`src/rtl/game_referee.sv`:
```
`default_nettype none
// ============================================================================
//  Module   : game_referee
//  Purpose  : N x N k-in-a-row referee. Holds the board, validates moves
//             offered over a valid/ready handshake (range, occupancy, turn),
//             then walks the four lines through the new cell one cell per
//             cycle to detect a win or draw.
//  Ports    : clk, rst_n (sync, active low), new_game (sync clear)
//             move_valid/move_ready   move handshake
//             move_row/move_col/move_player   move payload
//             move_ack/move_err       one-cycle result pulses
//             err_code                last rejection cause (sticky)
//             board_flat              2 bits per cell, 0=P1 1=P2 2=empty
//             turn, move_count, who_won   game status
//  Revision : 1.0  initial release
// ============================================================================
module game_referee #(
    parameter int N = 3,
    parameter int K = 3,
    localparam int RW = $clog2(N),
    localparam int CW = $clog2(N*N+1)
) (
    input  logic            clk,
    input  logic            rst_n,
    input  logic            new_game,
    input  logic            move_valid,
    output logic            move_ready,
    input  logic [RW-1:0]   move_row,
    input  logic [RW-1:0]   move_col,
    input  logic            move_player,
    output logic            move_ack,
    output logic            move_err,
    output logic [1:0]      err_code,
    output logic [2*N*N-1:0] board_flat,
    output logic            turn,
    output logic [CW-1:0]   move_count,
    output logic [1:0]      who_won
);
    localparam int SW   = RW + 2;
    localparam int IW   = $clog2(N*N);
    localparam int RUNW = $clog2(2*K);

    localparam logic signed [SW-1:0] c_n_s    = SW'(N);
    localparam logic signed [SW-1:0] c_km1    = SW'(K-1);
    localparam logic [RW:0]          c_n_u    = (RW+1)'(N);
    localparam logic [IW-1:0]        c_n_idx  = IW'(N);
    localparam logic [CW-1:0]        c_cells  = CW'(N*N);
    localparam logic [RUNW-1:0]      c_k_run  = RUNW'(K);

    typedef enum logic [1:0] {
        S_IDLE  = 2'd0,
        S_CHECK = 2'd1,
        S_OVER  = 2'd2
    } state_t;

    state_t                  r_state, w_state_next;
    logic [2*N*N-1:0]        r_board;
    logic                    r_turn;
    logic [CW-1:0]           r_count;
    logic [1:0]              r_who;
    logic                    r_ack, r_err;
    logic [1:0]              r_err_code;
    logic [RW-1:0]           r_row, r_col;
    logic                    r_player;
    logic [1:0]              r_dir;
    logic signed [SW-1:0]    r_off;
    logic [RUNW-1:0]         r_run;
    logic                    r_win;
    logic                    r_done;

    logic                    w_clear, w_accept, w_in_range;
    logic [IW-1:0]           w_mv_idx, w_scan_idx;
    logic [1:0]              w_mv_cell, w_scan_cell, w_err_code;
    logic signed [SW-1:0]    w_row_s, w_col_s, w_off_r, w_off_c, w_pr, w_pc;
    logic                    w_inb, w_hit, w_dir_end;
    logic [RUNW-1:0]         w_run_next;

    assign w_clear = !rst_n || new_game;

    // ---------------- move validation ----------------
    always_comb begin
        w_accept   = move_valid && (r_state == S_IDLE);
        w_in_range = ({1'b0, move_row} < c_n_u) && ({1'b0, move_col} < c_n_u);
        w_mv_idx   = IW'(move_row) * c_n_idx + IW'(move_col);
        w_mv_cell  = r_board[{w_mv_idx, 1'b0} +: 2];
        w_err_code = 2'd0;
        if (!w_in_range)
            w_err_code = 2'd1;
        else if (w_mv_cell != 2'b10)
            w_err_code = 2'd2;
        else if (move_player != r_turn)
            w_err_code = 2'd3;
    end

    // ---------------- scan position ----------------
    // Directions: 0 -> (0,1), 1 -> (1,0), 2 -> (1,1), 3 -> (1,-1).
    always_comb begin
        w_row_s = $signed({2'b00, r_row});
        w_col_s = $signed({2'b00, r_col});
        case (r_dir)
            2'd0:    begin w_off_r = '0;    w_off_c = r_off;  end
            2'd1:    begin w_off_r = r_off; w_off_c = '0;     end
            2'd2:    begin w_off_r = r_off; w_off_c = r_off;  end
            default: begin w_off_r = r_off; w_off_c = -r_off; end
        endcase
        w_pr = w_row_s + w_off_r;
        w_pc = w_col_s + w_off_c;
        // Sign bit clear means non-negative; only then is the board read used.
        w_inb = !w_pr[SW-1] && (w_pr < c_n_s) && !w_pc[SW-1] && (w_pc < c_n_s);
        w_scan_idx  = IW'(w_pr[RW-1:0]) * c_n_idx + IW'(w_pc[RW-1:0]);
        w_scan_cell = r_board[{w_scan_idx, 1'b0} +: 2];
        w_hit       = w_inb && (w_scan_cell == {1'b0, r_player});
        w_run_next  = w_hit ? r_run + 1'b1 : '0;
        w_dir_end   = (r_off == c_km1);
    end

    // ---------------- next state ----------------
    always_comb begin
        w_state_next = r_state;
        case (r_state)
            S_IDLE: begin
                if (w_accept && (w_err_code == 2'd0))
                    w_state_next = S_CHECK;
            end
            S_CHECK: begin
                if (r_done) begin
                    if (r_win || ((r_count + 1'b1) == c_cells))
                        w_state_next = S_OVER;
                    else
                        w_state_next = S_IDLE;
                end
            end
            S_OVER:  w_state_next = S_OVER;
            default: w_state_next = S_IDLE;
        endcase
    end

    always_ff @(posedge clk) begin
        if (w_clear)
            r_state <= S_IDLE;
        else
            r_state <= w_state_next;
    end

    // ---------------- datapath ----------------
    always_ff @(posedge clk) begin
        if (w_clear) begin
            r_board    <= {(N*N){2'b10}};
            r_turn     <= 1'b0;
            r_count    <= '0;
            r_who      <= 2'd3;
            r_ack      <= 1'b0;
            r_err      <= 1'b0;
            r_err_code <= 2'd0;
            r_row      <= '0;
            r_col      <= '0;
            r_player   <= 1'b0;
            r_dir      <= 2'd0;
            r_off      <= '0;
            r_run      <= '0;
            r_win      <= 1'b0;
            r_done     <= 1'b0;
        end else begin
            r_ack <= 1'b0;
            r_err <= 1'b0;
            if (w_accept) begin
                if (w_err_code != 2'd0) begin
                    r_err      <= 1'b1;
                    r_err_code <= w_err_code;
                end else begin
                    r_board[{w_mv_idx, 1'b0} +: 2] <= {1'b0, move_player};
                    r_row    <= move_row;
                    r_col    <= move_col;
                    r_player <= move_player;
                    r_dir    <= 2'd0;
                    r_off    <= -c_km1;
                    r_run    <= '0;
                    r_win    <= 1'b0;
                    r_done   <= 1'b0;
                end
            end else if (r_state == S_CHECK) begin
                if (r_done) begin
                    r_ack   <= 1'b1;
                    r_count <= r_count + 1'b1;
                    r_turn  <= ~r_turn;
                    if (r_win)
                        r_who <= {1'b0, r_player};
                    else if ((r_count + 1'b1) == c_cells)
                        r_who <= 2'd2;
                end else begin
                    if (w_run_next >= c_k_run)
                        r_win <= 1'b1;
                    if (w_dir_end) begin
                        // Next direction starts with a fresh run.
                        r_run <= '0;
                        r_off <= -c_km1;
                        r_dir <= r_dir + 1'b1;
                        if (r_dir == 2'd3)
                            r_done <= 1'b1;
                    end else begin
                        r_run <= w_run_next;
                        r_off <= r_off + 1'b1;
                    end
                end
            end
        end
    end

    assign move_ready = (r_state == S_IDLE);
    assign move_ack   = r_ack;
    assign move_err   = r_err;
    assign err_code   = r_err_code;
    assign board_flat = r_board;
    assign turn       = r_turn;
    assign move_count = r_count;
    assign who_won    = r_who;

endmodule
`default_nettype wire

```
`config.mk`:
```
export PLATFORM = sky130hd
export DESIGN_NAME = game_referee
export DESIGN_NICKNAME = d
export VERILOG_FILES = /design/src/rtl/game_referee.sv
export SDC_FILE = /design/constraint.sdc
export NUM_CORES = 1
export LEC_CHECK = 0
export BUFFER_PORTS_ARGS = -buffer_cell sky130_fd_sc_hd__buf_2
export CORE_MARGIN = 1.5
export CORE_UTILIZATION = 58
export CTS_CLUSTER_SIZE = 24
export DETAILED_ROUTE_END_ITERATION = 7
export PLACE_DENSITY = 0.83
export SYNTH_ARGS = -nofsm -noshare
export SYNTH_HDL_FRONTEND = slang
export SYNTH_SLANG_ARGS = --single-unit
```
`constraint.sdc`:
```
create_clock -name clk -period 5.2 [get_ports clk]
set_clock_uncertainty 0.1 [all_clocks]
set_input_delay 0.26 -clock clk [delete_from_list [all_inputs] [get_ports clk]]
set_output_delay 0.26 -clock clk [all_outputs]
set_load 0.03 [all_outputs]
```
==> results.txt <==
status - completed
largest net degree at the start of global routing - 35
Vias per Instance - 5.86
Post-Route WL - 6790 µm
largest family of logic cells by synthesized area - simple AND/OR/NAND/NOR gates
share of cells above drive strength 1 - 0.155
estimated wirelength of the detail-placed design - 5020 µm
Post-Route Utilization - 0.682
top-area cell type share of the netlist area - 0.327
Final Max Tran Viols - 0
Ys Warns - 0
Num CTS Buffers - 5
Post-Synth Adder-Cell Area - 0.135
RR Endpoint - r_run[1]$_SDFFE_PP0P_
Tcrit/Tclk final - 0.917
Final Hold Fails - 0
Die X - 73.5 µm
GRT overflow - 0
nets - 409
CTS resizes - 0
crit start category - flip-flop
Initial Util - 0.606
DR vias - 2580
sequential element share of the synthesized area - 0.327
EDFF count, synth - 0
Post-Synthesis Mean Instance Area - 8.49 µm²
Mapped Nets - 376
Routed Antenna Nets - 0
Inserted Diodes - 0
achievable clock frequency - 210 MHz
drt first-iter violations - 320
Post-synth top flop - dfxtp_1
initial antenna violation count - 0
FP Rows - 25
Core Region - 0.00475 mm²
Netlist cell types - 52
Yosys top cell by area - dfxtp_1
CTS Root Cell - clkbuf_8
Worst slew margin - 0.606
crit path DAT - 4.90 ns
complex-gate fraction of the synthesized area - 0.163
Multi-input gate area - 0.00179 mm²
# Max-Cap Violations - 0
Critical Path RT - 5.34 ns
mux cell area share after synthesis - 0.0630
clk_lat worst skew - 0.30 ns
vias in the first global route - 2290
FF-to-FF Start - r_off[0]$_SDFFE_PP0P_
Filler cells - 396
DRC Markers - 0
RSZ-0062 raised after global routing - no
Slew @ Worst Pin - 0.584 ns
Hold/Removal Path Class - input port to flip-flop
Max Fanout on Critical Path - 8
Area growth, synth to finish - 12.6%
synthesized instance count - 339
Setup CP Type - flip-flop to flip-flop
full die area - 0.00540 mm²
crit path capture - r_run[1]$_SDFFE_PP0P_
GRT Overall Usage - 0.261
buffer count from post-CTS setup fixing - 0
ranking of synthesized cells by area - dfxtp_1 (33%), ha_1 (10%), nand2_1 (6.5%)
pwr/cell area - 252 mW/mm²
CP Capture Type - flip-flop
setup tns final - 0 ns
Bufs on Longest Clock Path - 2
first-pass GRT wire length - 10900 µm
async set-reset flop share out of synthesis - 0
CTS tree - yes
drt pass-1 iters - 8
Worst Reg2Reg Path Length in Cells - 16
synthesized flop and latch total - 47
CP startpoint - r_off[0]$_SDFFE_PP0P_
wire length per cell - 15.4 µm
mapped cell area - 0.00288 mm²
Max H-tree Level - 2
CTS sink count - 47
Final Setup Violations - 0
Hold Path Stages - 3
reg2reg setup slack - 0.43 ns
XOR/XNOR Fraction of Synth Area - 0.0335
simple-gate portion of the synthesized area - 0.228
final critical-path required period - 4.77 ns
Leakage - 1.38 nW
final RePlAce weighted congestion - 0.969
DIE HEIGHT - 73.5 µm
Top Ports - 39
CTS Hold Buffers Added - 0
CTS clk-pin slew, worst paths - 0.09 ns
worst vdd ir - 0.191 mV
Seq. cell area - 941 µm²
Port Buffers - 38
## routing by layer
| metal | wire, µm | GRT usage | part of all wire | vias up |
|---|---|---|---|---|
| met2 | 3140 | 0.412 | 0.46 | 94 |
| met5 | 0 | 0 | 0 | - |
| met3 | 501 | 0.0425 | 0.074 | 14 |
| met1 | 3050 | 0.376 | 0.45 | 1229 |
| li1 | - | - | - | 1243 |
| met4 | 91 | 0.0576 | 0.013 | 0 |
## cell families (layout without fill, tap and decap cells)
logic type / after synthesis / in the layout
mux: 14 / 14
fa+ha+maj: 28 / 28
xor+xnor: 11 / 11
simple gates: 132 / 132
flops: 47 / 47
compound gates: 70 / 70
buf+inv: 37 / 71
## report_power, final
part | leakage [nW] | internal (mW) | switching (mW)
Clock | 0.0644 | 0.192 | 0.128
Combinational | 0.936 | 0.0446 | 0.0868
Sequential | 0.379 | 0.363 | 0.00302
## sequential cells by signal, summed over array words and instances, names as in the netlist, 3 cells and up
register	cells
board_flat	18
move_count	4
r_run	3
r_off	4
## Yosys cell counts, drive strengths merged, types with 3 or more instances
master,number
nor2b,7
fa,5
mux4,3
o21ai,13
nor3b,3
nand4,3
a21oi,22
xor2,6
a21o,7
and2,5
nand2,50
nand3b,7
mux2i,11
xnor2,5
buf,5
o311ai,5
nor3,7
nor2,23
nand2b,4
dfxtp,47
nand3,12
a211oi,5
ha,23
a31oi,3
o31ai,3
inv,23
clkbuf,9
## cell type report
class	count	area share
Clock buffer	5	0.0212
Clock inverter	3	0.0208
Inverter	23	0.0266
Multi-Input combinational cell	255	0.552
Sequential cell	47	0.290
Tap cell	67	0.0259
Timing Repair Buffer	40	0.0633
## through the flow
| stage | area (µm²) | worst slack, ns | power (mW) | hold slack [ns] | instances |
|---|---|---|---|---|---|
| final | 3240 | 0.432 | 0.817 | 0.131 | 440 |
| after global routing | 3240 | 0.244 | 0.842 | 0.146 | 440 |
| after CTS | 3240 | 0.465 | 0.815 | 0.129 | 440 |
| after detailed placement | 3110 | 0.544 | 0.500 | 0.355 | 432 |
| after global placement | 3110 | 0.660 | 0.497 | 0.346 | 432 |
| after floorplan | 2880 | 0.873 | 0.469 | 0.296 | 339 |
## critical path, stage by stage (launching register included)
cell and delay, ns:
dfxtp_1 0.46, inv_1 0.11, ha_1 0.32, nand2_1 0.07
o31ai_1 0.10, fa_1 0.54, fa_1 0.54, ha_1 0.15
inv_1 0.05, fa_1 0.59, or3b_4 0.41, o21a_1 0.20
a221oi_2 0.23, o2111ai_1 0.18, nor4b_2 0.36, nand3_1 0.13
a21oi_1 0.14
## how the worst min path moves through the flow
| stage | from | to | slack, ns |
|---|---|---|---|
| 5_1_grt | move_col[1] | r_col[1]$_SDFFE_PP0P_ | 0.15 |
| 3_5_place_dp | r_row[1]$_SDFFE_PP0P_ | r_row[1]$_SDFFE_PP0P_ | 0.35 |
| 6_report | move_col[1] | r_col[1]$_SDFFE_PP0P_ | 0.13 |
| 3_3_place_gp | r_run[1]$_SDFFE_PP0P_ | r_run[1]$_SDFFE_PP0P_ | 0.35 |
| 2_1_floorplan | move_row[0] | r_row[0]$_SDFFE_PP0P_ | 0.30 |
| 4_1_cts | move_col[1] | r_col[1]$_SDFFE_PP0P_ | 0.13 |
## cells in the final DEF (no fill, tap or decap), types with 11 or more instances in the layout
cell,netlist,final
o21ai_0,13,13
mux2i_1,11,11
dfxtp_1,47,47
nand2_1,50,50
nand3_1,12,12
a21oi_1,22,22
ha_1,23,23
nor2_1,22,22
buf_2,2,38
inv_1,23,23
(Power assumes the default switching activity.)
